==> config.mk <==
export PLATFORM = sky130hd
export DESIGN_NAME = sound_sequencer_flat
export DESIGN_NICKNAME = d
export VERILOG_FILES = /design/src/rtl/sound_sequencer_if.sv /design/src/rtl/sound_sequencer.sv /design/src/flat_wrapper.sv
export SDC_FILE = /design/constraint.sdc
export NUM_CORES = 1
export LEC_CHECK = 0
export ABC_AREA = 1
export CAP_MARGIN = 30
export CORE_UTILIZATION = 50
export DETAILED_ROUTE_END_ITERATION = 12
export DONT_BUFFER_PORTS = 1
export GPL_TIMING_DRIVEN = 0
export PLACE_DENSITY = 0.72
export SETUP_SLACK_MARGIN = 0.3
export SYNTH_ARGS = -nofsm -noshare
export SYNTH_HDL_FRONTEND = slang
export SYNTH_SLANG_ARGS = --single-unit
==> constraint.sdc <==
create_clock -name clk -period 9.43 [get_ports clk]
set_input_delay 1.886 -clock clk [delete_from_list [all_inputs] [get_ports clk]]
set_output_delay 1.886 -clock clk [all_outputs]
set_load 0.02 [all_outputs]
==> src/rtl/sound_sequencer_if.sv <==
// sound_sequencer_if: request, step-table and generator-control bundle of the sound sequencer
// Signals:
//   req[3:0]            one-cycle effect request pulses (bit 3 highest priority)
//   cfg_we/addr/data    step-table write port (65-bit words, 73-bit with SOUND_SEQUENCER_SWEEP_EN)
//   busy, cur_effect    playback status; cur_effect valid while busy
//   done[3:0]           one-cycle pulse when an effect completes normally
//   gen_reset           reset to the sound generator
//   vco1/vco2/noise_freq, lfo_freq, *_select, lfo_shift, mixer   generator controls
// Modports: master = game logic side, slave = sequencer side.
interface sound_sequencer_if;
`ifdef SOUND_SEQUENCER_SWEEP_EN
    localparam int CFG_W = 73;
`else
    localparam int CFG_W = 65;
`endif
    logic [3:0]       req;
    logic             cfg_we;
    logic [3:0]       cfg_addr;
    logic [CFG_W-1:0] cfg_data;
    logic             busy;
    logic [1:0]       cur_effect;
    logic [3:0]       done;
    logic             gen_reset;
    logic [11:0]      vco1_freq;
    logic [11:0]      vco2_freq;
    logic [11:0]      noise_freq;
    logic [9:0]       lfo_freq;
    logic             vco1_select;
    logic             vco2_select;
    logic             noise_select;
    logic [2:0]       lfo_shift;
    logic [3:0]       mixer;

    modport master (
        output req, cfg_we, cfg_addr, cfg_data,
        input  busy, cur_effect, done, gen_reset, vco1_freq, vco2_freq, noise_freq,
               lfo_freq, vco1_select, vco2_select, noise_select, lfo_shift, mixer
    );

    modport slave (
        input  req, cfg_we, cfg_addr, cfg_data,
        output busy, cur_effect, done, gen_reset, vco1_freq, vco2_freq, noise_freq,
               lfo_freq, vco1_select, vco2_select, noise_select, lfo_shift, mixer
    );
endinterface

==> src/rtl/sound_sequencer.sv <==
// sound_sequencer: plays prioritised sound-effect patches step by step on an SN76477-style generator
// Ports:
//   clk     system clock
//   reset   asynchronous active-high reset
//   bus     sound_sequencer_if.slave: req/cfg_* in; busy, cur_effect, done, gen_reset and
//           every generator control out (all registered)
// Parameter TICK_DIV: clocks per duration tick (>= 2).
// Optional: define SOUND_SEQUENCER_SWEEP_EN for a signed 8-bit per-step vco1 sweep
// (step words grow from 65 to 73 bits, sweep in the top byte).
module sound_sequencer #(
    parameter int TICK_DIV = 416667
) (
    input  logic             clk,
    input  logic             reset,
    sound_sequencer_if.slave bus
);
`ifdef SOUND_SEQUENCER_SWEEP_EN
    localparam int CW = 73;
`else
    localparam int CW = 65;
`endif
    localparam int PW = $clog2(TICK_DIV);
    localparam logic [PW-1:0] PRE_MAX = PW'(TICK_DIV - 1);

    typedef enum logic [1:0] {IDLE, LOAD, PLAY} state_t;

    state_t        state;
    logic [CW-1:0] tbl [16];
    logic [CW-1:0] w;
    logic [3:0]    pend, eff, nbit, at_or_above;
    logic [1:0]    cur, nxt, step;
    logic [8:0]    dur_cnt;
    logic [PW-1:0] presc;
    logic          last_r, tick;
`ifdef SOUND_SEQUENCER_SWEEP_EN
    logic [7:0]    sweep_r;
    logic [13:0]   vsum;
`endif

    assign bus.cur_effect = cur;

    // Step table has no reset; a write lands before the next LOAD that reads it.
    always_ff @(posedge clk) if (bus.cfg_we) tbl[bus.cfg_addr] <= bus.cfg_data;

    always_comb begin
        eff = pend | bus.req;
        nxt = eff[3] ? 2'd3 : eff[2] ? 2'd2 : eff[1] ? 2'd1 : 2'd0;
        nbit = 4'b0001 << nxt;
        // Requests at or above the playing effect: above preempts, equal retriggers.
        at_or_above = eff & ~((4'b0001 << cur) - 4'd1);
        w = tbl[{cur, step}];
        tick = presc == '0;
    end

`ifdef SOUND_SEQUENCER_SWEEP_EN
    // Bit 13 flags a negative sum, bit 12 an overflow past 4095.
    assign vsum = {2'b00, bus.vco1_freq} + {{6{sweep_r[7]}}, sweep_r};
`endif

    always_ff @(posedge clk or posedge reset) begin
        if (reset) begin
            state            <= IDLE;
            pend             <= '0;
            cur              <= '0;
            step             <= '0;
            dur_cnt          <= '0;
            presc            <= '0;
            last_r           <= 1'b0;
            bus.busy         <= 1'b0;
            bus.done         <= '0;
            bus.gen_reset    <= 1'b0;
            bus.vco1_freq    <= '0;
            bus.vco2_freq    <= '0;
            bus.noise_freq   <= '0;
            bus.lfo_freq     <= '0;
            bus.vco1_select  <= 1'b0;
            bus.vco2_select  <= 1'b0;
            bus.noise_select <= 1'b0;
            bus.lfo_shift    <= '0;
            bus.mixer        <= '0;
`ifdef SOUND_SEQUENCER_SWEEP_EN
            sweep_r          <= '0;
`endif
        end else begin
            bus.done      <= '0;
            bus.gen_reset <= 1'b0;
            pend          <= eff;
            case (state)
                IDLE: if (|eff) begin
                    cur   <= nxt;
                    step  <= '0;
                    pend  <= eff & ~nbit;
                    state <= LOAD;
                end
                LOAD: begin
                    bus.vco1_freq  <= w[11:0];
                    bus.vco2_freq  <= w[23:12];
                    bus.noise_freq <= w[35:24];
                    bus.lfo_freq   <= w[45:36];
                    {bus.vco1_select, bus.vco2_select, bus.noise_select} <= w[48:46];
                    bus.lfo_shift  <= w[51:49];
                    bus.mixer      <= w[55:52];
                    last_r         <= w[64];
`ifdef SOUND_SEQUENCER_SWEEP_EN
                    sweep_r        <= w[72:65];
`endif
                    dur_cnt        <= (w[63:56] == 8'd0) ? 9'd256 : {1'b0, w[63:56]};
                    presc          <= PRE_MAX;
                    bus.busy       <= 1'b1;
                    bus.gen_reset  <= (step == 2'd0);
                    state          <= PLAY;
                end
                PLAY: if (|at_or_above) begin
                    cur   <= nxt;
                    step  <= '0;
                    pend  <= eff & ~nbit;
                    state <= LOAD;
                end else if (tick) begin
                    presc   <= PRE_MAX;
                    dur_cnt <= dur_cnt - 9'd1;
`ifdef SOUND_SEQUENCER_SWEEP_EN
                    bus.vco1_freq <= vsum[13] ? 12'd0 : vsum[12] ? 12'hfff : vsum[11:0];
`endif
                    if (dur_cnt == 9'd1) begin
                        if (last_r || step == 2'd3) begin
                            bus.done <= 4'b0001 << cur;
                            if (|eff) begin
                                cur   <= nxt;
                                step  <= '0;
                                pend  <= eff & ~nbit;
                                state <= LOAD;
                            end else begin
                                state     <= IDLE;
                                bus.busy  <= 1'b0;
                                bus.mixer <= '0;
                            end
                        end else begin
                            step  <= step + 2'd1;
                            state <= LOAD;
                        end
                    end
                end else begin
                    presc <= presc - PW'(1);
                end
                default: state <= IDLE;
            endcase
        end
    end
endmodule

==> src/flat_wrapper.sv <==
// flat-port wrapper written by rule: the top's interface ports become plain ports
module sound_sequencer_flat 
#(
    parameter int TICK_DIV = 416667
)
  (clk, reset, bus_req, bus_cfg_we, bus_cfg_addr, bus_cfg_data, bus_busy, bus_cur_effect, bus_done, bus_gen_reset, bus_vco1_freq, bus_vco2_freq, bus_noise_freq, bus_lfo_freq, bus_vco1_select, bus_vco2_select, bus_noise_select, bus_lfo_shift, bus_mixer);
  sound_sequencer_if bus_i ();
  input  logic clk;
  input  logic reset;
  input wire logic [$bits(bus_i.req)-1:0] bus_req;
  input wire logic [$bits(bus_i.cfg_we)-1:0] bus_cfg_we;
  input wire logic [$bits(bus_i.cfg_addr)-1:0] bus_cfg_addr;
  input wire logic [$bits(bus_i.cfg_data)-1:0] bus_cfg_data;
  output wire logic [$bits(bus_i.busy)-1:0] bus_busy;
  output wire logic [$bits(bus_i.cur_effect)-1:0] bus_cur_effect;
  output wire logic [$bits(bus_i.done)-1:0] bus_done;
  output wire logic [$bits(bus_i.gen_reset)-1:0] bus_gen_reset;
  output wire logic [$bits(bus_i.vco1_freq)-1:0] bus_vco1_freq;
  output wire logic [$bits(bus_i.vco2_freq)-1:0] bus_vco2_freq;
  output wire logic [$bits(bus_i.noise_freq)-1:0] bus_noise_freq;
  output wire logic [$bits(bus_i.lfo_freq)-1:0] bus_lfo_freq;
  output wire logic [$bits(bus_i.vco1_select)-1:0] bus_vco1_select;
  output wire logic [$bits(bus_i.vco2_select)-1:0] bus_vco2_select;
  output wire logic [$bits(bus_i.noise_select)-1:0] bus_noise_select;
  output wire logic [$bits(bus_i.lfo_shift)-1:0] bus_lfo_shift;
  output wire logic [$bits(bus_i.mixer)-1:0] bus_mixer;
  assign bus_i.req = bus_req;
  assign bus_i.cfg_we = bus_cfg_we;
  assign bus_i.cfg_addr = bus_cfg_addr;
  assign bus_i.cfg_data = bus_cfg_data;
  assign bus_busy = bus_i.busy;
  assign bus_cur_effect = bus_i.cur_effect;
  assign bus_done = bus_i.done;
  assign bus_gen_reset = bus_i.gen_reset;
  assign bus_vco1_freq = bus_i.vco1_freq;
  assign bus_vco2_freq = bus_i.vco2_freq;
  assign bus_noise_freq = bus_i.noise_freq;
  assign bus_lfo_freq = bus_i.lfo_freq;
  assign bus_vco1_select = bus_i.vco1_select;
  assign bus_vco2_select = bus_i.vco2_select;
  assign bus_noise_select = bus_i.noise_select;
  assign bus_lfo_shift = bus_i.lfo_shift;
  assign bus_mixer = bus_i.mixer;
  sound_sequencer #(.TICK_DIV(TICK_DIV)) u_core (.clk(clk), .reset(reset), .bus(bus_i));
endmodule
==> out/summary.txt <==
=======================================================================================
CP Max Fanout                                                                        19
Total placed instance area                                                   0.0478 mm2
Final period utilization                                                          35.8%
Total of warnings raised by yosys                                                     0
First-pass GRT wire length                                                   194,000 um
Post-synth top area share                                                         69.2%
Slowest stage delay, CP                                                          700 ps
Count of TritonRoute iterations in the first routing pass                             6
Wire per inst                                                                   27.3 um
Antenna Cells                                                                         0
Overall die width                                                                302 um
Detailed-route via count                                                         31,000
Fmax                                                                          0.296 GHz
R2R Path Start                                                             u_core.state[1]
Internal reg-to-reg setup slack                                                 6480 ps
Resize count post-CTS                                                                 0
Post-synthesis register bit count                                                 1,141
Area Overhead vs Synth                                                            13.6%
Proportion of synthesized chip area in sequential cells                           74.8%
Die height                                                                       302 um
Post-route cell area                                                         0.0513 mm2
Total global routing overflow                                                         0
Outcome                                                                    finished clean
Top area cells in the synthesized netlist                                  sky130_fd_sc_hd__edfxtp_1 69%, sky130_fd_sc_hd__dfrtp_1 5.6%, sky130_fd_sc_hd__o21ai_0 5.4%, sky130_fd_sc_hd__nor2_1 4.8%, sky130_fd_sc_hd__nand2_1 4.0%
Relative slew slack                                                               28.5%
Critical path capture point                                                u_core.tbl[5][3]
Library cell appearing most often on the critical path                     sky130_fd_sc_hd__buf_12
VDD IR-drop max                                                                  185 uV
# nets final                                                                      3,796
Path type of the worst min-delay path                                        reg -> reg
Global routing usage summed across all routing layers                             29.4%
Pin count of the biggest net entering global routing                                 56
Static Leak                                                                   0.0177 uW
Hold violation total from the final report                                            0
Number of setup violations in the final report                                        0
Critical path startpoint                                                   bus_cfg_addr[3]
Number of global-route vias before repair                                        29,700
Number of violations reported at the end of detailed-routing iteration 0          4,540
Synthesized area                                                             0.0451 mm2
Final TNS setup                                                                    0 ps
Library cell with the largest summed area after synthesis                  sky130_fd_sc_hd__edfxtp_1
Count of clock tree sinks                                                         1,141
Cells traversed along the worst timing path                                nand3b_1 -> nor2_4 -> buf_12 -> buf_12 -> buf_16
Clock tree from TritonCTS                                                          done
Wire length reported by the detailed router                                  136,000 um
Library cell contributing the largest single delay on the critical path    sky130_fd_sc_hd__nor2_4
Net count after synthesis                                                         3,631
Startpoint type of the worst setup path                                      input port
Synth unique cells                                                                   41
Setup bufs post-CTS                                                                   0
Count of input and output buffers                                                     0
End of the worst register-to-register path                                 u_core.bus.vco1_freq[1]
Share of synthesized flip-flops with an asynchronous set or reset                 8.85%
Share of the core filled with cells                                               57.7%
Critical path start-end classification                                        in -> reg
Starting density of the core                                                      50.8%
Cell count after synthesis                                                        3,546
Clock-pin slew on the worst setup and hold paths                                  60 ps
Global placer's final weighted congestion                                         0.837
H-tree depth                                                                          3
Final setup skew                                                                40.5 ps
Critical Path End Type                                                             flop
Worst-case clock buffer depth                                                         3
Max-slew violation count                                                              0
Actual slew at the worst max-slew pin                                           1070 ps
Pwr per Cell Area                                                            243 mW/mm2
Antenna violations before repair                                                      1
Clock period minus final worst setup slack                                      3380 ps
Main flop type after synthesis                                             sky130_fd_sc_hd__edfxtp_1
CTS Buf Count                                                                       109
Row Count                                                                           109
DPL Wire Length                                                               85,100 um
CTS Hold Buffers Added                                                                0
Area of the core region                                                      0.0889 mm2
Ports                                                                               140
Worst Reg2Reg Path Length in Cells                                                    7
Worst skew pair latency                                                          710 ps
Maxcap violations                                                                     0
Antenna Nets Post-Route                                                               0
Unrepaired setup endpoints after global routing                                   false
DRC errors left                                                                       0
Die area                                                                     0.0915 mm2
Share of cells above drive strength 1                                             9.35%
Number of enable-type register cells in the synthesized netlist                   1,040
Per-instance average area after synthesis                                      12.7 um2
Ranking of synthesized cells by instance count                             1,040 x sky130_fd_sc_hd__edfxtp_1, 583 x sky130_fd_sc_hd__nor2_1, 490 x sky130_fd_sc_hd__o21ai_0
Via density per instance                                                           6.23
Endpoint required time on the critical path                                     9800 ps
Clock Tree Root                                                            sky130_fd_sc_hd__clkbuf_16
Cell with the most instances after synthesis                               sky130_fd_sc_hd__edfxtp_1
Worst Path Arrival                                                              3750 ps
=======================================================================================
[through the flow]
step	total power (uW)	setup slack, ps	hold WS, ps	instances
3_5_place_dp	8210	5360	484	4763
5_1_grt	12800	6040	544	4971
3_3_place_gp	8130	456	466	4711
2_1_floorplan	7310	4120	443	3546
4_1_cts	12400	6100	508	4969
6_report	12400	6050	504	4971
[worst max-delay path: cells and delay by family]
kind | cells | cell delay, ps
AND/OR/NAND/NOR | 2 | 1090
buffers and inverters | 3 | 730
[sequential cells by signal, summed over array words and instances, names as in the netlist]
name                     cells
u_core.bus.noise_select      1
u_core.bus.vco1_select       1
u_core.bus.busy              1
u_core.bus.vco2_select       1
u_core.presc                19
u_core.tbl                1040
u_core.bus.gen_reset         1
u_core.pend                  4
u_core.bus.noise_freq       12
u_core.bus.lfo_freq         10
u_core.last_r                1
u_core.dur_cnt               9
u_core.step                  2
u_core.bus.cur_effect        2
u_core.bus.done              4
u_core.state                 2
u_core.bus.vco2_freq        12
u_core.bus.mixer             4
u_core.bus.lfo_shift         3
u_core.bus.vco1_freq        12
[worst min path at each step]
stage / from / endpoint / slack [ps] / depth (start not counted)
finish: u_core.presc[18] / u_core.presc[18] / 500 / 2
global route: u_core.presc[8] / u_core.presc[8] / 540 / 2
CTS: u_core.dur_cnt[5] / u_core.dur_cnt[5] / 510 / 2
detailed placement: u_core.dur_cnt[5] / u_core.dur_cnt[5] / 480 / 2
global placement: u_core.presc[18] / u_core.presc[18] / 470 / 2
floorplan: u_core.presc[18] / u_core.presc[18] / 440 / 2
[placed cells by master, fill, tap and decap left out, types with 17 or more instances in the layout]
cell type,n
sky130_fd_sc_hd__o22ai_1,228
sky130_fd_sc_hd__a21oi_1,67
sky130_fd_sc_hd__a41oi_1,41
sky130_fd_sc_hd__edfxtp_1,1040
sky130_fd_sc_hd__clkbuf_1,138
sky130_fd_sc_hd__o21ai_0,490
sky130_fd_sc_hd__buf_2,59
sky130_fd_sc_hd__inv_1,118
sky130_fd_sc_hd__o21ai_1,24
sky130_fd_sc_hd__buf_4,24
sky130_fd_sc_hd__dfrtp_1,101
sky130_fd_sc_hd__buf_6,25
sky130_fd_sc_hd__nor2_4,17
sky130_fd_sc_hd__nand2_1,487
sky130_fd_sc_hd__clkinv_1,29
sky130_fd_sc_hd__clkbuf_16,111
sky130_fd_sc_hd__buf_12,36
sky130_fd_sc_hd__nand3_1,58
sky130_fd_sc_hd__nor2_1,567
[routing by layer]
| layer | up-vias | share of wire [%] | global-route usage (%) |
|---|---|---|---|
| met2 | 2403 | 46 | 45.6 |
| met3 | 427 | 15 | 9.29 |
| met4 | 2 | 4.6 | 13.1 |
| met1 | 15000 | 35 | 38.1 |
| li1 | 13200 | - | - |
| met5 | - | 0.0081 | 0 |
[power breakdown]
group	switching [uW]	total [uW]	internal (uW)	leakage (uW)
logic	1460	2020	552	0.00545
registers	385	6180	5790	0.0106
clock network	1900	4260	2360	0.00166
total	3740	12400	8710	0.0177
[layout make-up]
type                            instances  area (um2)
Multi-Input combinational cell       2058        9840
Clock inverter                         55         464
Fill cell                            6817       37600
Timing Repair Buffer                   54        1140
Clock buffer                          151        2970
Tap cell                             1165        1460
Inverter                              127         487
Sequential cell                      1141       33800
Buffer                                220        1180
[kinds of logic (layout without fill, tap and decap cells)]
kind of cell,after synthesis,after routing,synth area share (%)
xor gates and xnor gates,4,4,0.0776
DFF,1141,1141,74.8
AOI/OAI and AO/OA,873,873,11.0
and+or+nand+nor,1172,1172,10.2
buffers and inverters,347,607,3.68
adders and majority gates,9,9,0.249
Power figures use the tool's default switching activity.
